`src/rtl/ternary_mvm_stream.sv`:
```
// ---------------------------------------------------------------------------
// ternary_mvm_stream
//
// Streaming ternary matrix-vector multiplier. Every accepted input beat
// carries LANES signed activations plus a 2-bit ternary weight for every
// (output, lane) pair. The beat's per-output sums are accumulated into
// OUT_LEN accumulators until a beat marked last arrives. The OUT_LEN results
// are then drained one per output handshake, index 0 first.
//
// Weight codes: 00 -> 0, 01 -> +x, 10 -> -x, 11 -> -x.
//
// Parameters
//   LANES    activations per input beat
//   OUT_LEN  number of outputs / accumulators
//   BW       activation width (two's complement)
//   ACC_W    accumulator / result width, must exceed BW
//
// Ports
//   clk        rising-edge clock for all state
//   rst        synchronous active-high reset
//   in_valid   input beat valid
//   in_ready   block accepts a beat (registered)
//   in_last    beat closes the current vector
//   vec_in     lane l = vec_in[l*BW +: BW]
//   w_in       weight(o,l) = w_in[2*(o*LANES+l) +: 2]
//   out_valid  out_data holds a result (registered)
//   out_ready  downstream accepts the current result
//   out_data   signed result for out_idx (muxed from registered accumulators)
//   out_idx    index of the current result
//   out_last   high with out_valid on index OUT_LEN-1 (registered)
//   sat_flag   present only with TERNARY_MVM_SAT_EN; sticky clamp indicator
//              for the current vector, meaningful during the drain phase
//
// Build option
//   TERNARY_MVM_SAT_EN  defined: every accumulate clamps to the signed
//                       ACC_W range and sat_flag is added.
//                       undefined: accumulators wrap modulo 2^ACC_W.
// ---------------------------------------------------------------------------
module ternary_mvm_stream #(
    parameter int LANES   = 2,
    parameter int OUT_LEN = 7,
    parameter int BW      = 8,
    parameter int ACC_W   = 16,
    localparam int IDX_W  = (OUT_LEN > 1) ? $clog2(OUT_LEN) : 1
) (
    input  logic                         clk,
    input  logic                         rst,
    input  logic                         in_valid,
    output logic                         in_ready,
    input  logic                         in_last,
    input  logic [LANES*BW-1:0]          vec_in,
    input  logic [2*LANES*OUT_LEN-1:0]   w_in,
    output logic                         out_valid,
    input  logic                         out_ready,
    output logic [ACC_W-1:0]             out_data,
    output logic [IDX_W-1:0]             out_idx,
    output logic                         out_last
`ifdef TERNARY_MVM_SAT_EN
    ,
    output logic                         sat_flag
`endif
);

    // Beat sums carry enough headroom for LANES full-scale terms of either
    // sign; the accumulate adds one more bit so the true (unwrapped) result
    // is always available for clamping.
    localparam int SUM_W = ACC_W + $clog2(LANES) + 1;
    localparam int TOT_W = SUM_W + 1;

    localparam logic [IDX_W-1:0] LAST_IDX     = IDX_W'(OUT_LEN - 1);
    localparam logic [IDX_W-1:0] PRE_LAST_IDX = IDX_W'(OUT_LEN - 2);

    generate
        if (ACC_W <= BW) begin : g_bad_acc_w
            $error("ternary_mvm_stream: ACC_W must be greater than BW");
        end
    endgenerate

    typedef enum logic [1:0] {
        IDLE  = 2'd0,
        ACCUM = 2'd1,
        DRAIN = 2'd2
    } state_t;

    state_t state;

    logic [ACC_W-1:0]        acc      [OUT_LEN];
    logic [ACC_W-1:0]        acc_next [OUT_LEN];
    logic signed [SUM_W-1:0] beat_sum [OUT_LEN];
    logic signed [TOT_W-1:0] total    [OUT_LEN];
    logic                    clamp_any;
    logic                    beat_fire;

    assign beat_fire = in_valid && in_ready;

    // The accumulators are stable for the whole drain, so selecting by the
    // registered index gives a glitch-free, register-driven result.
    assign out_data = acc[out_idx];

`ifdef TERNARY_MVM_SAT_EN
    localparam logic signed [TOT_W-1:0] SAT_MAX =
        {{(TOT_W-ACC_W+1){1'b0}}, {(ACC_W-1){1'b1}}};
    localparam logic signed [TOT_W-1:0] SAT_MIN =
        {{(TOT_W-ACC_W+1){1'b1}}, {(ACC_W-1){1'b0}}};
`endif

    // -----------------------------------------------------------------------
    // Datapath: per-output beat sum and next accumulator value.
    // -----------------------------------------------------------------------
    always_comb begin
        logic signed [SUM_W-1:0] lane_ext;
        logic signed [TOT_W-1:0] acc_base;
        logic [1:0]              code;
        // NOTE: every variable assigned in this block gets a default on
        // entry, so no path through the loops can leave one holding its old
        // value and turn it into a latch.
        lane_ext  = '0;
        acc_base  = '0;
        code      = 2'b00;
        clamp_any = 1'b0;
        for (int o = 0; o < OUT_LEN; o++) begin
            beat_sum[o] = '0;
            acc_next[o] = '0;
            total[o]    = '0;
        end

        for (int o = 0; o < OUT_LEN; o++) begin
            for (int l = 0; l < LANES; l++) begin
                // Sign-extend before negating so -(-2^(BW-1)) stays exact.
                lane_ext = {{(SUM_W-BW){vec_in[l*BW+BW-1]}}, vec_in[l*BW +: BW]};
                code     = w_in[2*(o*LANES+l) +: 2];
                if (code[1]) begin
                    beat_sum[o] = beat_sum[o] - lane_ext;
                end else if (code[0]) begin
                    beat_sum[o] = beat_sum[o] + lane_ext;
                end
            end

            // The first beat of a vector replaces whatever the accumulators
            // held from the previous vector.
            acc_base = (state == IDLE) ? '0
                                       : {{(TOT_W-ACC_W){acc[o][ACC_W-1]}}, acc[o]};
            total[o] = acc_base + {beat_sum[o][SUM_W-1], beat_sum[o]};

`ifdef TERNARY_MVM_SAT_EN
            if (total[o] > SAT_MAX) begin
                acc_next[o] = SAT_MAX[ACC_W-1:0];
                clamp_any   = 1'b1;
            end else if (total[o] < SAT_MIN) begin
                acc_next[o] = SAT_MIN[ACC_W-1:0];
                clamp_any   = 1'b1;
            end else begin
                acc_next[o] = total[o][ACC_W-1:0];
            end
`else
            acc_next[o] = total[o][ACC_W-1:0];
`endif
        end
    end

`ifndef TERNARY_MVM_SAT_EN
    // Without clamping only the low ACC_W bits of each total are kept; the
    // upper bits and the clamp indicator are deliberately discarded.
    logic unused_hi;
    always_comb begin
        unused_hi = clamp_any;
        for (int o = 0; o < OUT_LEN; o++) begin
            unused_hi = unused_hi ^ (^total[o][TOT_W-1:ACC_W]);
        end
    end
`endif

    // -----------------------------------------------------------------------
    // Control FSM with registered handshake outputs.
    // -----------------------------------------------------------------------
    // NOTE: all state here is updated with non-blocking assignments so every
    // register samples values from before the edge, independent of the
    // order of statements or of other always_ff blocks.
    always_ff @(posedge clk) begin
        if (rst) begin
            state     <= IDLE;
            in_ready  <= 1'b0;
            out_valid <= 1'b0;
            out_last  <= 1'b0;
            out_idx   <= '0;
            // NOTE: the accumulator array is reset explicitly because it
            // feeds out_data directly, which must read zero out of reset;
            // this is the one storage array in the block that needs it.
            for (int o = 0; o < OUT_LEN; o++) begin
                acc[o] <= '0;
            end
`ifdef TERNARY_MVM_SAT_EN
            sat_flag  <= 1'b0;
`endif
        end else begin
            case (state)
                IDLE, ACCUM: begin
                    in_ready <= 1'b1;
                    if (beat_fire) begin
                        acc <= acc_next;
`ifdef TERNARY_MVM_SAT_EN
                        // First beat of a vector starts a fresh sticky flag.
                        sat_flag <= ((state == IDLE) ? 1'b0 : sat_flag) | clamp_any;
`endif
                        if (in_last) begin
                            state     <= DRAIN;
                            in_ready  <= 1'b0;
                            out_valid <= 1'b1;
                            out_idx   <= '0;
                            out_last  <= (OUT_LEN == 1);
                        end else begin
                            state <= ACCUM;
                        end
                    end
                end

                DRAIN: begin
                    if (out_ready) begin
                        if (out_idx == LAST_IDX) begin
                            state     <= IDLE;
                            in_ready  <= 1'b1;
                            out_valid <= 1'b0;
                            out_last  <= 1'b0;
                            out_idx   <= '0;
                        end else begin
                            out_idx  <= out_idx + IDX_W'(1);
                            out_last <= (out_idx == PRE_LAST_IDX);
                        end
                    end
                end

                default: begin
                    state     <= IDLE;
                    in_ready  <= 1'b0;
                    out_valid <= 1'b0;
                    out_last  <= 1'b0;
                    out_idx   <= '0;
                end
            endcase
        end
    end

endmodule

```
`config.mk`:
```
export PLATFORM = sky130hd
export DESIGN_NAME = ternary_mvm_stream
export DESIGN_NICKNAME = d
export VERILOG_FILES = /design/src/rtl/ternary_mvm_stream.sv
export SDC_FILE = /design/constraint.sdc
export NUM_CORES = 1
export LEC_CHECK = 0
export ABC_AREA = 1
export CORE_MARGIN = 2
export CORE_UTILIZATION = 39
export DETAILED_ROUTE_END_ITERATION = 8
export GPL_TIMING_DRIVEN = 0
export SYNTH_ARGS = -nofsm -noshare
export SYNTH_HDL_FRONTEND = slang
export SYNTH_SLANG_ARGS = --single-unit
```
`constraint.sdc`:
```
create_clock -name clk -period 15.6 [get_ports clk]
set_clock_uncertainty 0.2 [all_clocks]
set_input_delay 3.9 -clock clk [delete_from_list [all_inputs] [get_ports clk]]
set_output_delay 3.9 -clock clk [all_outputs]
set_load 0.1 [all_outputs]
```
=== After elaboration in Yosys (flattened, before gate mapping) ===
Cells that the tools add are included.

* Add/sub/neg operators: 23
* $mul: 0
* Divide/modulo/power cells: 0
* Order comparisons: 1
* Equality and inequality tests: 8
* Shift operators: 0
* Mux-type cells: 63
* Bitwise operators: 1
* Reduce and logical (&&, ||, !) cells: 8

{| class="wikitable"
|+ Operators with widths
! kind !! number
|-
| $mux W16 || 37
|-
| $add A16 B16 Y16 || 7
|-
| $add A16 B8 Y16 || 7
|-
| $sub A16 B8 Y16 || 7
|-
| $bmux W16 S3 || 1
|-
| $mux W1 || 12
|-
| $mux W3 || 4
|-
| $sub A1 B8 Y9 const A || 1
|-
| $mux W2 || 4
|-
| $ne A2 B2 Y1 const B || 4
|-
| $eq A3 B3 Y1 const B || 2
|-
| $pmux W1 S2 || 3
|-
| $pmux W3 S2 || 1
|-
| $reduce_and A3 Y1 || 2
|-
| $ge A4 B4 Y1 const B || 1
|-
| $not A3 Y4 || 1
|-
| $pmux W2 S2 || 1
|-
| $reduce_and A2 Y1 || 2
|-
| $reduce_and A4 Y1 || 1
|-
| $add A3 B1 Y3 const B || 1
|-
| $eq A2 B1 Y1 const B || 1
|-
| $eq A2 B2 Y1 const B || 1
|-
| $logic_not A2 Y1 || 1
|-
| $reduce_or A2 Y1 || 1
|-
| $logic_and A1 B1 Y1 || 1
|}

* Bits in registers: 120
* Latch bits: 0
* RAM bits: 0
* ROM bits: 0
* Input bits: 49
* Output and inout bits: 22
* Logic and storage cells: 116
* Memories kept: 0

=== Longest topological paths before layout ===
* Depth in word-level cells: 6
* Depth in mapped cells: 29
* Gate-level depth less buffers: 29

=== Worst setup path after synthesis ===
OpenSTA, ideal clock, no wires.

* Path kind: in2reg
* From: in vec_in[1]
* To: reg acc[13] in the netlist's numbering
* Library setup time: 0.115 ns
* Arrival time: 7.456 ns
* Required time: 15.285 ns
* Slack: 7.829 ns
* Stages on the path: 22
* Path buffers: 0
* Path through: inv_1 ha_1 nand4_1 nor2_1 xor2_2 o22ai_1 ha_1 inv_1 nand4_1 o21ai_0 nor3_1 o21ai_0 a22oi_1 ha_1 nand2_1 inv_1 a21oi_1 a21boi_0 o21ai_0 xor2_1 o21ai_0 inv_1

* Cells in the longest elaborated chain, start to end: 6
* Elaborated cells between the ends (all ways): 8
* Classes of those cells: add/sub (4); mux (4)

{| class="wikitable"
|+ RTL lines
! item !! line !! source
|-
| start, declared || 51 || <nowiki>input logic [LANES*BW-1:0] vec_in,</nowiki>
|-
| $sub A1 B8 Y9 or $mux W16 (tied branches) || 133, 134 ||
|-
| $mux W16 * || 132 || <nowiki>if (code[1]) begin</nowiki>
|-
| $add A16 B8 Y16 || 135 || <nowiki>beat_sum[o] = beat_sum[o] + lane_ext;</nowiki>
|-
| $mux W16 || 134 || <nowiki>end else if (code[0]) begin</nowiki>
|-
| $mux W16 * || 132 ||
|-
| $add A16 B16 Y16 * || 143 || <nowiki>total[o] = acc_base + {beat_sum[o][SUM_W-1], beat_sum[o]};</nowiki>
|-
| end signal, assigned || 200 || <nowiki>acc <= acc_next;</nowiki>
|-
| end, declared || 87 || <nowiki>logic [ACC_W-1:0] acc [OUT_LEN];</nowiki>
|}

Every way passes the cells marked *; elsewhere a longest branch is shown, timed or not.
A chain may end at the register's enable or synchronous reset.

=== Worst setup path after layout ===
* From: in vec_in[0]
* To: reg acc[45] in the netlist's numbering

The elaborated chain is that of the path after synthesis.

==> out/qor.csv <==
metric,value,unit
status,"complete, no violations",
placed_area,20200,um2
maxSlewHeadroom,0.137,
yosysTopAreaCellShare,0.159,
holdBufCountCts,0,
drv_slew,0,
crit_type,in -> reg,
final_layout_size_suffix_gt1_frac,0.0423,
dieArea,50000,um2
grt_pass1_vias,19978,
cts_resized,0,
root_buffer,clkbuf_16,
die_x,224,um
synth_edf_count,0,
crit_path_end_kind,flop,
drt-initial-drc-count,2217,
syn_inst,3056,
critPathArrivalTime,10150,ps
htreeDepth,4,
setup_tns,0,ps
synth_flop_cell,dfxtp_1,
hold_path.class,reg -> reg,
cellPowerDensity,83.0,nW/um2
tightest_slew,1300,ps
totalWireLength,76.3,mm
cpMostUsedCell,o21ai_0,
final_nets,3442,
cts.sink_count,120,
max_stage_delay,930,ps
dp_hpwl,61.8,mm
worst_setup_path_start_kind,primary input,
async_flop_share,0,
vias_per_cell,5.68,
setup_viol,0,
p_leak,10.3,nW
initial_core_util,0.395,
yosysWarnings,0,
cp.required,15720,ps
timing.rr.end,acc[42],
wl_per_cell,20.3,um
crit_path_top_delay_cell,o21ai_0,
io_pins,71,
numCtsBuffers,17,
min_to,acc[80],
dr.pass1.iters,6,
r2r_slack,11040,ps
tritoncts,done,
antenna_left,0,
grt_pass1_wl,116,mm
yosysSeqAreaShare,0.128,
dr_total_vias,21363,
yosysTopAreaCell,ha_1,
fp.coreArea,47600,um2
grt_max_degree,20,
grt_usage,0.301,
grt-ovfl-total,0,
drcViolationCount,0,
io_buffers,58,
rsz0062_at_grt,no,
r2r_start,state[1],
finalCriticalPeriod,10030,ps
rr_worst_depth,15,
hold_viol,0,
ys_types,63,
hold_depth,2,
ys_ff_latch,120,
yosys-top-cells-area,"ha_1, dfxtp_1, a21oi_1",
die_h,224,um
min_period_over_period,0.643,
clkLatencyLatePin,440,ps
antenna_found_initial,1,
row_count,80,
post_cts_buffers,0,
clk_pin_slew,60,ps
post-route-cell-area,20800,um2
path_cells,clkdlybuf4s50_1 > clkinv_1 > ha_1 > xnor2_1 > inv_1 > a21oi_1 > ha_1 > buf_2 > nand2_1 > o21ai_0 > a21o_1 > a21oi_1 > xor2_1 > o21ai_0 > ha_1 > inv_1 > o21bai_1 > nor2_1 > nand2_1 > a21boi_0 > o21ai_0 > xor2_1 > o21ai_0 > inv_1,
syn_area,18800,um2
cp_max_fo,8,
fmax,99.7,MHz
irDropWorstVdd,85.0,uV
syn_avg_cell_area,6.15,um2
synthToLayoutAreaGrowth,10.4,%
synth_nets,3365,
drv_cap,0,
clockBufferDepth,2,
gp_congestion,0.980,
hp-start,acc[80],
==> worst max-delay path, delay by kind of cell <==
| kind | cells | cell delay [ps] |
|---|---|---|
| xor gates and xnor gates | 3 | 440 |
| AOI/OAI and AO/OA | 9 | 2520 |
| buffers and inverters | 6 | 1760 |
| and+or+nand+nor | 3 | 320 |
| adders and majority gates | 3 | 1210 |
==> metal layers <==
layer / global-route usage / share of wire / vias up
met5: 0 / 0 / -
met4: 0.117 / 0.042 / 0
met3: 0.0375 / 0.069 / 170
met2: 0.461 / 0.42 / 832
met1: 0.428 / 0.47 / 9984
li1: - / - / 10377
==> flip-flops by register name (all words and copies together), names as in the netlist <==
signal / flops
acc: 112
in_ready: 1
out_idx: 3
out_last: 1
out_valid: 1
state: 2
==> where the power goes <==
part	internal [W]	switching, W
sequential	0.000335	0.0000157
combinational	0.000288	0.000656
clock	0.000274	0.000155
==> layout make-up <==
cell class	count	area [um2]
Tap cell	615	769
Antenna cell	1	2.50
Inverter	484	1820
Clock buffer	23	468
Sequential cell	120	2400
Clock inverter	8	145
Buffer	106	474
Multi-Input combinational cell	2346	14100
Fill cell	5145	26900
Timing Repair Buffer	58	576
==> cell usage after synthesis, types with 5 or more instances <==
cell / n
a22oi_1: 6
a31o_2: 6
nand2_2: 21
a21o_1: 11
clkbuf_1: 58
o21a_1: 12
inv_1: 473
o21ai_0: 279
nand3_2: 6
o211ai_1: 30
a221oi_1: 14
a21oi_1: 416
nor2_1: 306
nand3b_1: 14
xnor2_1: 29
inv_2: 5
nor3_1: 26
o221ai_1: 27
or2_2: 14
buf_1: 13
dfxtp_1: 120
a211oi_1: 13
fa_1: 21
and3_1: 5
xor2_1: 87
o31ai_1: 15
o21bai_1: 17
clkbuf_2: 5
nand4_1: 19
buf_2: 23
o22ai_1: 12
o21ai_1: 10
a21boi_0: 7
ha_1: 239
nand3_1: 144
nand2_1: 481
a31oi_1: 20
==> cell families after synthesis <==
group                    after synthesis  share of synthesized area
AND/OR/NAND/NOR                     1054                      0.239
AO/OA/AOI/OAI                        914                      0.274
buffers and inverters                590                      0.122
adder cells (fa/ha/maj)              260                      0.181
flip-flops                           120                      0.128
XOR/XNOR                             118                     0.0557
==> placed cells by master (no fill, tap or decap), types with 5 or more instances in the layout <==
cell               n
a21oi_1          416
o21ai_1           10
a22oi_1            6
o221ai_1          27
nand3_2            6
buf_1             13
a21o_1            11
or2_2             14
nor3_1            26
xor2_1            87
o31ai_1           15
dfxtp_1          120
ha_1             239
o21bai_1          17
nand3b_1          14
inv_2              5
buf_2             24
clkbuf_1          62
nand2_1          481
a31o_2             6
nor2_1           306
nand2_2           21
nand4_1           19
a21boi_0           7
a221oi_1          14
fa_1              21
and3_1             5
clkbuf_2           5
o21ai_0          279
inv_1            473
a211oi_1          13
clkbuf_16         17
o211ai_1          30
clkdlybuf4s50_1   57
a31oi_1           20
o21a_1            12
nand3_1          144
xnor2_1           29
o22ai_1           12
==> per-stage QoR <==
| stage | setup slack, ps | utilization | hold WS, ps | instances | total power, W |
|---|---|---|---|---|---|
| 2_1_floorplan | 7830 | - | 239 | 3056 | 0.00100 |
| 3_3_place_gp | 5390 | 0.423 | 256 | 3729 | 0.00127 |
| 3_5_place_dp | 5420 | 0.423 | 259 | 3729 | 0.00128 |
| 4_1_cts | 5840 | 0.436 | 268 | 3760 | 0.00170 |
| 5_1_grt | 5360 | 0.436 | 291 | 3760 | 0.00183 |
| 6_report | 5570 | 0.436 | 276 | 3761 | 0.00172 |
==> how the worst max path moves through the flow <==
stage	startpoint	end	slack (ps)	cells after the start
6_report	vec_in[0]	acc[45]	5570	24
5_1_grt	vec_in[0]	acc[45]	5360	24
4_1_cts	vec_in[0]	acc[45]	5840	24
3_5_place_dp	vec_in[0]	acc[45]	5420	24
3_3_place_gp	vec_in[0]	acc[45]	5390	24
2_1_floorplan	vec_in[1]	acc[13]	7830	22
Note: power is estimated with default switching activity, not from simulation.
